$ cat src/rtl/uart_tx_scheduler_pkg.sv
// -----------------------------------------------------------------------------
// uart_tx_scheduler_pkg
// Shared definitions for the UART TX scheduler: FSM state encoding, default
// sizes and the round-robin pointer wrap helper.
// -----------------------------------------------------------------------------
package uart_tx_scheduler_pkg;

   typedef enum logic [1:0] {
      UTXS_IDLE      = 2'd0,
      UTXS_LAUNCH    = 2'd1,
      UTXS_WAIT_BUSY = 2'd2,
      UTXS_WAIT_DONE = 2'd3
   } utxs_state_e;

   localparam int unsigned UTXS_DATA_W_DEFAULT  = 32'd8;
   localparam int unsigned UTXS_NUM_REQ_DEFAULT = 32'd2;

   // Next round-robin position after idx, wrapping n-1 back to 0.
   function automatic int unsigned utxs_wrap_inc(input int unsigned idx, input int unsigned n);
      if (idx + 32'd1 >= n) begin
         return 32'd0;
      end else begin
         return idx + 32'd1;
      end
   endfunction

endpackage

$ cat src/rtl/uart_tx_scheduler_rr_pick.sv
// -----------------------------------------------------------------------------
// uart_tx_scheduler_rr_pick
// Purely combinational round-robin selector: the winner is the first asserted
// request at or after ptr_i, searching upward modulo NUM_REQ.
//   req_i   : request vector
//   ptr_i   : highest-priority index for this round
//   grant_o : one-hot winner (all zero when nothing requests)
//   idx_o   : encoded winner index
//   any_o   : at least one request asserted
// -----------------------------------------------------------------------------
module uart_tx_scheduler_rr_pick #(
   parameter int unsigned NUM_REQ = 32'd2,
   parameter int unsigned IDX_W   = 32'd1
) (
   input  logic [NUM_REQ-1:0] req_i,
   input  logic [IDX_W-1:0]   ptr_i,
   output logic [NUM_REQ-1:0] grant_o,
   output logic [IDX_W-1:0]   idx_o,
   output logic               any_o
);

   // Rotating priority search starting at ptr_i.
   always_comb begin
      logic [IDX_W-1:0] k;
      logic             found;
      grant_o = '0;
      idx_o   = '0;
      found   = 1'b0;
      k       = '0;
      for (int i = 0; i < int'(NUM_REQ); i++) begin
         k = IDX_W'((int'(ptr_i) + i) % int'(NUM_REQ));
         if (!found && req_i[k]) begin
            found      = 1'b1;
            grant_o[k] = 1'b1;
            idx_o      = k;
         end else begin
            found = found;
         end
      end
      any_o = found;
   end

endmodule

$ cat src/rtl/uart_tx_scheduler.sv
// -----------------------------------------------------------------------------
// uart_tx_scheduler
// Shares one UART transmitter between NUM_REQ byte producers. Arbitrates
// round-robin, captures the winning byte, launches one frame through the
// tx_start/tx_busy handshake and reports completion to the owner.
//
// Optional build macro: UART_TX_TIMEOUT_EN adds a watchdog that abandons a
// frame after TIMEOUT_CYCLES cycles in WAIT_BUSY/WAIT_DONE.
//
// Ports:
//   src_clk_i    : system clock
//   rst_i        : asynchronous active-high reset
//   req_valid_i  : per-requester byte available
//   req_data_i   : packed bytes, requester k at [k*DATA_W +: DATA_W]
//   req_ready_o  : one-hot accept, combinational, only in IDLE
//   req_done_o   : one-cycle pulse to the owner when its frame finishes
//   tx_start_o   : one-cycle launch pulse to the TX core
//   tx_data_o    : byte to the TX core, stable from launch until IDLE
//   tx_busy_i    : TX core is shifting a frame
//   grant_id_o   : index of the current or last owner
//   tx_timeout_o : one-cycle watchdog pulse (constant 0 without the macro)
// -----------------------------------------------------------------------------
module uart_tx_scheduler
   import uart_tx_scheduler_pkg::*;
#(
   parameter int unsigned NUM_REQ        = UTXS_NUM_REQ_DEFAULT,
   parameter int unsigned DATA_W         = UTXS_DATA_W_DEFAULT,
   parameter int unsigned TIMEOUT_CYCLES = 32'd600000,
   localparam int unsigned IDX_W         = (NUM_REQ > 32'd1) ? $clog2(NUM_REQ) : 32'd1
) (
   input  logic                      src_clk_i,
   input  logic                      rst_i,
   input  logic [NUM_REQ-1:0]        req_valid_i,
   input  logic [NUM_REQ*DATA_W-1:0] req_data_i,
   output logic [NUM_REQ-1:0]        req_ready_o,
   output logic [NUM_REQ-1:0]        req_done_o,
   output logic                      tx_start_o,
   output logic [DATA_W-1:0]         tx_data_o,
   input  logic                      tx_busy_i,
   output logic [IDX_W-1:0]          grant_id_o,
   output logic                      tx_timeout_o
);

   utxs_state_e        state_q, state_d;
   logic [IDX_W-1:0]   rr_ptr_q, rr_ptr_d;
   logic [DATA_W-1:0]  tx_data_q, tx_data_d;
   logic [IDX_W-1:0]   grant_id_q, grant_id_d;
   logic [NUM_REQ-1:0] pick_grant;
   logic [IDX_W-1:0]   pick_idx;
   logic               pick_any;
   logic [IDX_W-1:0]   next_ptr;
   logic               timeout_hit;

   uart_tx_scheduler_rr_pick #(
      .NUM_REQ (NUM_REQ),
      .IDX_W   (IDX_W)
   ) u_rr_pick (
      .req_i   (req_valid_i),
      .ptr_i   (rr_ptr_q),
      .grant_o (pick_grant),
      .idx_o   (pick_idx),
      .any_o   (pick_any)
   );

   // Priority moves to the requester just after the one that owned the TX.
   assign next_ptr = IDX_W'(utxs_wrap_inc(32'(grant_id_q), NUM_REQ));

`ifdef UART_TX_TIMEOUT_EN
   localparam int unsigned CNT_W = $clog2(TIMEOUT_CYCLES + 32'd1);
   logic [CNT_W-1:0] wd_cnt_q, wd_cnt_d;

   // Watchdog count: zero on the first WAIT_BUSY cycle, +1 per waiting cycle.
   always_comb begin
      if (state_q == UTXS_LAUNCH) begin
         wd_cnt_d = '0;
      end else if (state_q == UTXS_WAIT_BUSY || state_q == UTXS_WAIT_DONE) begin
         wd_cnt_d = wd_cnt_q + CNT_W'(1);
      end else begin
         wd_cnt_d = wd_cnt_q;
      end
   end

   // Watchdog counter register.
   always_ff @(posedge src_clk_i or posedge rst_i) begin
      if (rst_i) begin
         wd_cnt_q <= '0;
      end else begin
         wd_cnt_q <= wd_cnt_d;
      end
   end

   assign timeout_hit = (state_q == UTXS_WAIT_BUSY || state_q == UTXS_WAIT_DONE) &&
                        (wd_cnt_q == CNT_W'(TIMEOUT_CYCLES));
`else
   assign timeout_hit = 1'b0;
`endif

   // Next-state and handshake outputs.
   always_comb begin
      state_d      = state_q;
      rr_ptr_d     = rr_ptr_q;
      tx_data_d    = tx_data_q;
      grant_id_d   = grant_id_q;
      req_ready_o  = '0;
      req_done_o   = '0;
      tx_start_o   = 1'b0;
      tx_timeout_o = 1'b0;
      case (state_q)
         UTXS_IDLE: begin
            req_ready_o = pick_grant;
            if (pick_any) begin
               tx_data_d  = req_data_i[pick_idx*DATA_W +: DATA_W];
               grant_id_d = pick_idx;
               state_d    = UTXS_LAUNCH;
            end else begin
               state_d = UTXS_IDLE;
            end
         end
         UTXS_LAUNCH: begin
            tx_start_o = 1'b1;
            state_d    = UTXS_WAIT_BUSY;
         end
         UTXS_WAIT_BUSY: begin
            if (timeout_hit) begin
               tx_timeout_o = 1'b1;
               rr_ptr_d     = next_ptr;
               state_d      = UTXS_IDLE;
            end else if (tx_busy_i) begin
               state_d = UTXS_WAIT_DONE;
            end else begin
               state_d = UTXS_WAIT_BUSY;
            end
         end
         UTXS_WAIT_DONE: begin
            // A genuine completion wins over a coincident watchdog expiry.
            if (!tx_busy_i) begin
               req_done_o[grant_id_q] = 1'b1;
               rr_ptr_d               = next_ptr;
               state_d                = UTXS_IDLE;
            end else if (timeout_hit) begin
               tx_timeout_o = 1'b1;
               rr_ptr_d     = next_ptr;
               state_d      = UTXS_IDLE;
            end else begin
               state_d = UTXS_WAIT_DONE;
            end
         end
         default: begin
            state_d = UTXS_IDLE;
         end
      endcase
   end

   // State, pointer and captured-byte registers.
   always_ff @(posedge src_clk_i or posedge rst_i) begin
      if (rst_i) begin
         state_q    <= UTXS_IDLE;
         rr_ptr_q   <= '0;
         tx_data_q  <= '0;
         grant_id_q <= '0;
      end else begin
         state_q    <= state_d;
         rr_ptr_q   <= rr_ptr_d;
         tx_data_q  <= tx_data_d;
         grant_id_q <= grant_id_d;
      end
   end

   assign tx_data_o  = tx_data_q;
   assign grant_id_o = grant_id_q;

endmodule
$ cat config.mk
export PLATFORM = sky130hd
export DESIGN_NAME = uart_tx_scheduler
export DESIGN_NICKNAME = d
export VERILOG_FILES = /design/src/rtl/uart_tx_scheduler_pkg.sv /design/src/rtl/uart_tx_scheduler_rr_pick.sv /design/src/rtl/uart_tx_scheduler.sv
export SDC_FILE = /design/constraint.sdc
export NUM_CORES = 1
export LEC_CHECK = 0
export CAP_MARGIN = 5
export CORE_MARGIN = 2
export CORE_UTILIZATION = 43
export CTS_BUF_LIST = sky130_fd_sc_hd__clkbuf_8
export CTS_CLUSTER_DIAMETER = 80
export CTS_CLUSTER_SIZE = 8
export DETAILED_ROUTE_END_ITERATION = 6
export GPL_TIMING_DRIVEN = 0
export PLACE_DENSITY_LB_ADDON = 0.05
export SKIP_LAST_GASP = 1
export SYNTH_ARGS = -nofsm -noshare
export SYNTH_HDL_FRONTEND = slang
export SYNTH_HIERARCHICAL = 1
export SYNTH_SLANG_ARGS = --single-unit
$ cat constraint.sdc
create_clock -name src_clk_i -period 2.5 [get_ports src_clk_i]
set_input_delay 0.625 -clock src_clk_i [delete_from_list [all_inputs] [get_ports src_clk_i]]
set_output_delay 0.625 -clock src_clk_i [all_outputs]
set_load 0.01 [all_outputs]
## Word level (Yosys, flattened, before mapping)

Index checks and enable logic that the tools add are counted.

- Output and inout port bits: 15
- Flip-flop bits (word level): 12

- Bitwise logic cells: 2
- Multiplexer cells: 25
- Equality and inequality tests: 3
- Reductions and logical operators: 8
- Magnitude comparators: 7
- Add/subtract/negate cells: 2
- Shifts and indexed selects: 1

Operators by type and width:

| kind | number |
|---|---|
| 16-bit by 5-bit indexed part select with 8-bit output | 1 |
| 1-bit two-way mux | 15 |
| 2-bit two-way mux | 6 |
| 2-bit one-hot mux with 4 select lines | 1 |
| 1-bit by 2-bit < comparator with 1-bit output (second input constant) | 3 |
| 2-bit equality test (second input constant) | 2 |
| 1-bit logical AND | 4 |
| 2-bit AND reduction | 2 |
| 1-bit demux with 1-bit select | 3 |
| 1-bit greater-or-equal comparator (second input constant) | 3 |
| 1-bit by 1-bit adder with 2-bit output (second input constant) | 1 |
| 2-bit by 1-bit equality test with 1-bit output (second input constant) | 1 |
| 2-bit greater-or-equal comparator (second input constant) | 1 |
| 2-bit logical NOT | 1 |
| 2-bit OR | 1 |
| 1-bit adder (second input constant) | 1 |
| 1-bit logical NOT | 1 |
| 1-bit inverter | 1 |

## Logic depth before layout (Yosys ltp)

- Word-level depth: 8
- Mapped depth: 5
- Gate-level depth less buffers: 4

## By module

Netlist, hierarchy kept.

Modules (own cells, without submodules):

| module | area an instance (µm²) | instances | cells each |
|---|---|---|---|
| uart_tx_scheduler | 668.1 | 1 | 46 |
| uart_tx_scheduler_rr_pick | 32.5 | 1 | 5 |

## Worst setup path after synthesis

OpenSTA, ideal clock, no wires.

- Path type: input-to-reg
- Start point: input req_valid_i[1]
- End point: register tx_data_q[0], in the netlist tx_data_o[0]
- Path slack: 830 ps
- Data arrival time: 1545 ps
- Cell stages on the path: 4
- Required time: 2375 ps
- Path through: a21boi_0 -> buf_6 -> mux2_4 -> mux2_4

- Word-level cells in the longest chain between the ends: 7
- Elaborated cells on any way between the ends: 12
- Classes of those cells: 1 x shift; 8 x mux; 3 x reduce/logical

RTL lines:

| item | RTL line | RTL |
|---|---|---|
| from (decl) | uart_tx_scheduler.sv:33 | `input logic [NUM_REQ-1:0] req_valid_i,` |
| 1-bit two-way mux (not written as such) (2 in a row) | uart_tx_scheduler_rr_pick.sv:32 | `if (!found && req_i[k]) begin` |
| 1-bit two-way mux | uart_tx_scheduler_rr_pick.sv:32 |  |
| 1-bit logical NOT | uart_tx_scheduler_rr_pick.sv:32 |  |
| 1-bit logical AND | uart_tx_scheduler_rr_pick.sv:32 |  |
| 1-bit two-way mux | uart_tx_scheduler_rr_pick.sv:32 |  |
| 16-bit by 5-bit indexed part select with 8-bit output / 2-bit AND reduction (equally long branches) | - |  |
| to (signal assigned) | uart_tx_scheduler.sv:164 | `tx_data_q <= tx_data_d;` |
| to (decl) | uart_tx_scheduler.sv:46 | `logic [DATA_W-1:0] tx_data_q, tx_data_d;` |

Parallel ways exist; a longest one is shown, timed or not. The select of a mux whose other input is x is not followed.
A chain may end at the register's enable or synchronous reset.

## Worst setup path in the final report

- Start point: input tx_busy_i
- End point: output req_done_o[0]

- Word-level cells in the longest chain between the ends: 2

RTL lines:

| item | RTL line | RTL |
|---|---|---|
| from (decl) | uart_tx_scheduler.sv:39 | `input logic tx_busy_i,` |
| 2-bit two-way mux | uart_tx_scheduler.sv:136 | `if (!tx_busy_i) begin` |
| 2-bit two-way mux | uart_tx_scheduler.sv:108 | `case (state_q)` |
| to (decl) | uart_tx_scheduler.sv:36 | `output logic [NUM_REQ-1:0] req_done_o,` |

No other way between the ends.

==> out/qor.csv <==
stage;metric;value;unit
routing;wl_met1;558;µm
clock_tree;htreeDepth;1;
min_path;hp-start;tx_data_o[4]$_DFFE_PP0P_;
routing;avgViaCountPerCell;4.804;
clock_tree;numClockSinks;12;
clock_tree;cts_root_buffer;clkbuf_8;
finish;area_growth;61.25;%
die;rows;14;
power_and_ir_drop;peakVddDrop;0.0005465;V
clock_tree;cts_buffers;3;
place;place_area;1061;µm²
setup_path;setup.worst_path.start_class;primary input;
setup_path;crit_start;tx_busy_i;
power_and_ir_drop;power_density;992.2;nW/µm²
clock_tree;cts_buffer_depth;2;
logic_synthesis;synthXorXnorAreaFrac;0;%
die;pin_count;36;
die;dieArea;1968;µm²
setup_path;arrival;1.75;ns
setup_path;cp-end-kind;output port;
logic_synthesis;synth_seq_cells;12;
logic_synthesis;muxShareOfSynthArea;37.50;%
sta;finalHoldViolCount;0;
clock_tree;cts.clk_slew.worst_paths;0.05;ns
logic_synthesis;yosysSeqAreaShare;42.86;%
clock_tree;cts_tree;yes;
routing;wl_per_cell;12.64;µm
setup_path;worst_path_max_delay_cell;clkdlybuf4s50_1;
logic_synthesis;syn_area;700.7;µm²
routing;met2_length;717;µm
setup_path;worst-path-max-fanout;3;
place;port_buffers;34;
sta;post-route-period-util;95.07;%
place;gp_congestion;0.6963;
routing;drc;0;
grt;antenna_found_initial;0;
setup_path;path_buf_inv;3;
sta;timing.final.crit_period;2.377;ns
clock_tree;worstSkewPairLatency;0.23;ns
logic_synthesis;synth.avg_cell_area;13.74;µm²
logic_synthesis;synth_fa_ha_area_share;0;%
finish;fin_area;1130;µm²
grt;grt_pass1_wl;2.283;mm
routing;routed_wl;1.352;mm
die;die_x;44.37;µm
finish;final_layout_size_suffix_gt1_share;29.67;%
logic_synthesis;yosysWarnings;6;
routing;maxUsedRoutingLayer;met3;
outcome;status;completed;
logic_synthesis;synth_cells;51;
setup_path;crit_required;1.88;ns
place;hpwl;1.068;mm
grt;grt_pass1_vias;573;
routing;dr.pass1.iters;2;
die;dieHeight;44.37;µm
sta;finClkSkew;0.002394;ns
finish;n_antenna_cell;0;
power_and_ir_drop;power.total;1.121;mW
setup_path;crit_path_cell_trace;clkdlybuf4s50_1 > nand3b_1 > buf_4 > nor2_1 > dlygate4sd2_1;
grt;grt_usage;15.94;%
die;core;1524;µm²
die;initial_core_util;45.98;%
sta;setup_ws;0.1232;ns
setup_path;max_stage_delay;0.44;ns
finish;nets;113;
min_path;hold_path_class;flip-flop to flip-flop;
grt;grt_max_degree;13;
logic_synthesis;synth_cell_types;16;
logic_synthesis;syn-num-nets;72;
place;pre_cts_ws;-0.09024;ns
logic_synthesis;synthSimpleGateAreaFrac;8.929;%
finish;utilization;74.14;%
run;drv_cap;0;
logic_synthesis;synth_top_family_by_area;multiplexers;
logic_synthesis;synth_compound_area_share;4.286;%
grt;overflow;0;
routing;drt_iter0_drc;7;
setup_path;crit_type;primary input to output port;
routing;dr_wl_met3;76;µm
routing;ant_nets;0;
setup_path;cp_top_family;buffers and inverters;
sta;finalMaxSlewViolations;0;
power_and_ir_drop;power.leakage;0.5415;nW
sta;rsz0062_at_grt;false;
routing;vias;514;
sta;max_freq;0.4207;GHz
setup_path;reg2reg_from;rr_ptr_q$_DFFE_PP0P_;
sta;finalSetupViolCount;0;
==> sequential cells by signal (all words and copies together), names as in the netlist <==
signal	cells
grant_id_o	1
rr_ptr_q	1
state_q	2
tx_data_o	8
==> report_power, final <==
part	internal [mW]	switching, mW
Clock	0.139	0.0678
Combinational	0.372	0.183
Sequential	0.292	0.0675
==> stage by stage <==
stage / TNS (ns) / hold WS (ns) / instances
floorplan: 0 / 0.4897 / 51
finish: 0 / 0.5122 / 107
CTS: -0.08438 / 0.5181 / 106
global placement: -0.2528 / 0.4932 / 101
detailed placement: -0.3158 / 0.4997 / 101
global route: 0 / 0.5314 / 107
==> synth_stat cells <==
| cell | instances | area, µm² |
|---|---|---|
| mux2_4 | 16 | 240.2 |
| and2_1 | 2 | 12.51 |
| buf_4 | 1 | 7.510 |
| inv_1 | 3 | 11.26 |
| nor2b_1 | 2 | 12.51 |
| mux2_2 | 1 | 11.26 |
| nand3b_1 | 1 | 7.510 |
| or2_1 | 1 | 6.260 |
| mux2_1 | 1 | 11.26 |
| a21o_1 | 1 | 7.510 |
| nor2_1 | 3 | 11.26 |
| buf_6 | 2 | 22.52 |
| conb_1 | 1 | 3.750 |
| nor3b_2 | 1 | 12.51 |
| dfrtp_1 | 12 | 300.3 |
| a21boi_0 | 3 | 22.52 |
==> cell families after synthesis <==
| logic type | Yosys count |
|---|---|
| AOI/OAI and AO/OA | 4 |
| buffers and inverters | 6 |
| DFF | 12 |
| muxes | 18 |
| other | 1 |
| and+or+nand+nor | 10 |
==> layout make-up <==
type                       instances  area, µm²
clock buffer                       4      55.05
tap                               16      20.02
timing repair buffer              36      354.1
buffer                             3      30.03
fill                             108      394.1
sequential                        12      300.3
inverter                           3      11.26
multi-input combinational         33      359.1
==> what timing repair did <==
action / CTS / global route
hold buffers: 0 / 0
endpoints found under the setup margin: 4 / 1
gates resized for setup: 3 / 1
setup buffers: 1 / 1
hold endpoints to repair: 0 / 0
==> cell usage in the layout (no fill, tap or decap), types with 2 or more instances in the layout <==
cell type,synthesis,routed
clkdlybuf4s50_1,0,30
nor2b_1,2,2
dfrtp_1,12,12
mux2_4,16,16
dlygate4sd2_1,0,3
inv_1,3,3
buf_4,1,3
and2_1,2,2
nor2_1,3,3
buf_6,2,2
a21boi_0,3,3
clkbuf_8,0,4
==> final timing paths <==
kind                                            end  slack (ns)  cells past startpoint
setup / recovery                      req_done_o[0]        0.12                      5
hold / removal             tx_data_o[4]$_DFFE_PP0P_        0.51                      1
setup reg to reg           tx_data_o[6]$_DFFE_PP0P_        0.98                      5
hold reg to reg            tx_data_o[4]$_DFFE_PP0P_        0.51                      1
max in group asynchronous    grant_id_o$_DFFE_PP0P_        1.49                      2
min in group asynchronous  tx_data_o[2]$_DFFE_PP0P_        0.70                      2
==> layer usage <==
metal | global-route usage [%] | vias to the layer above
li1 | - | 249
met1 | 19.63 | 244
met2 | 27.35 | 21
met3 | 3.673 | 0
met4 | 5.455 | 0
met5 | 0 | -
No activity file was read; power rests on OpenSTA's default activity.
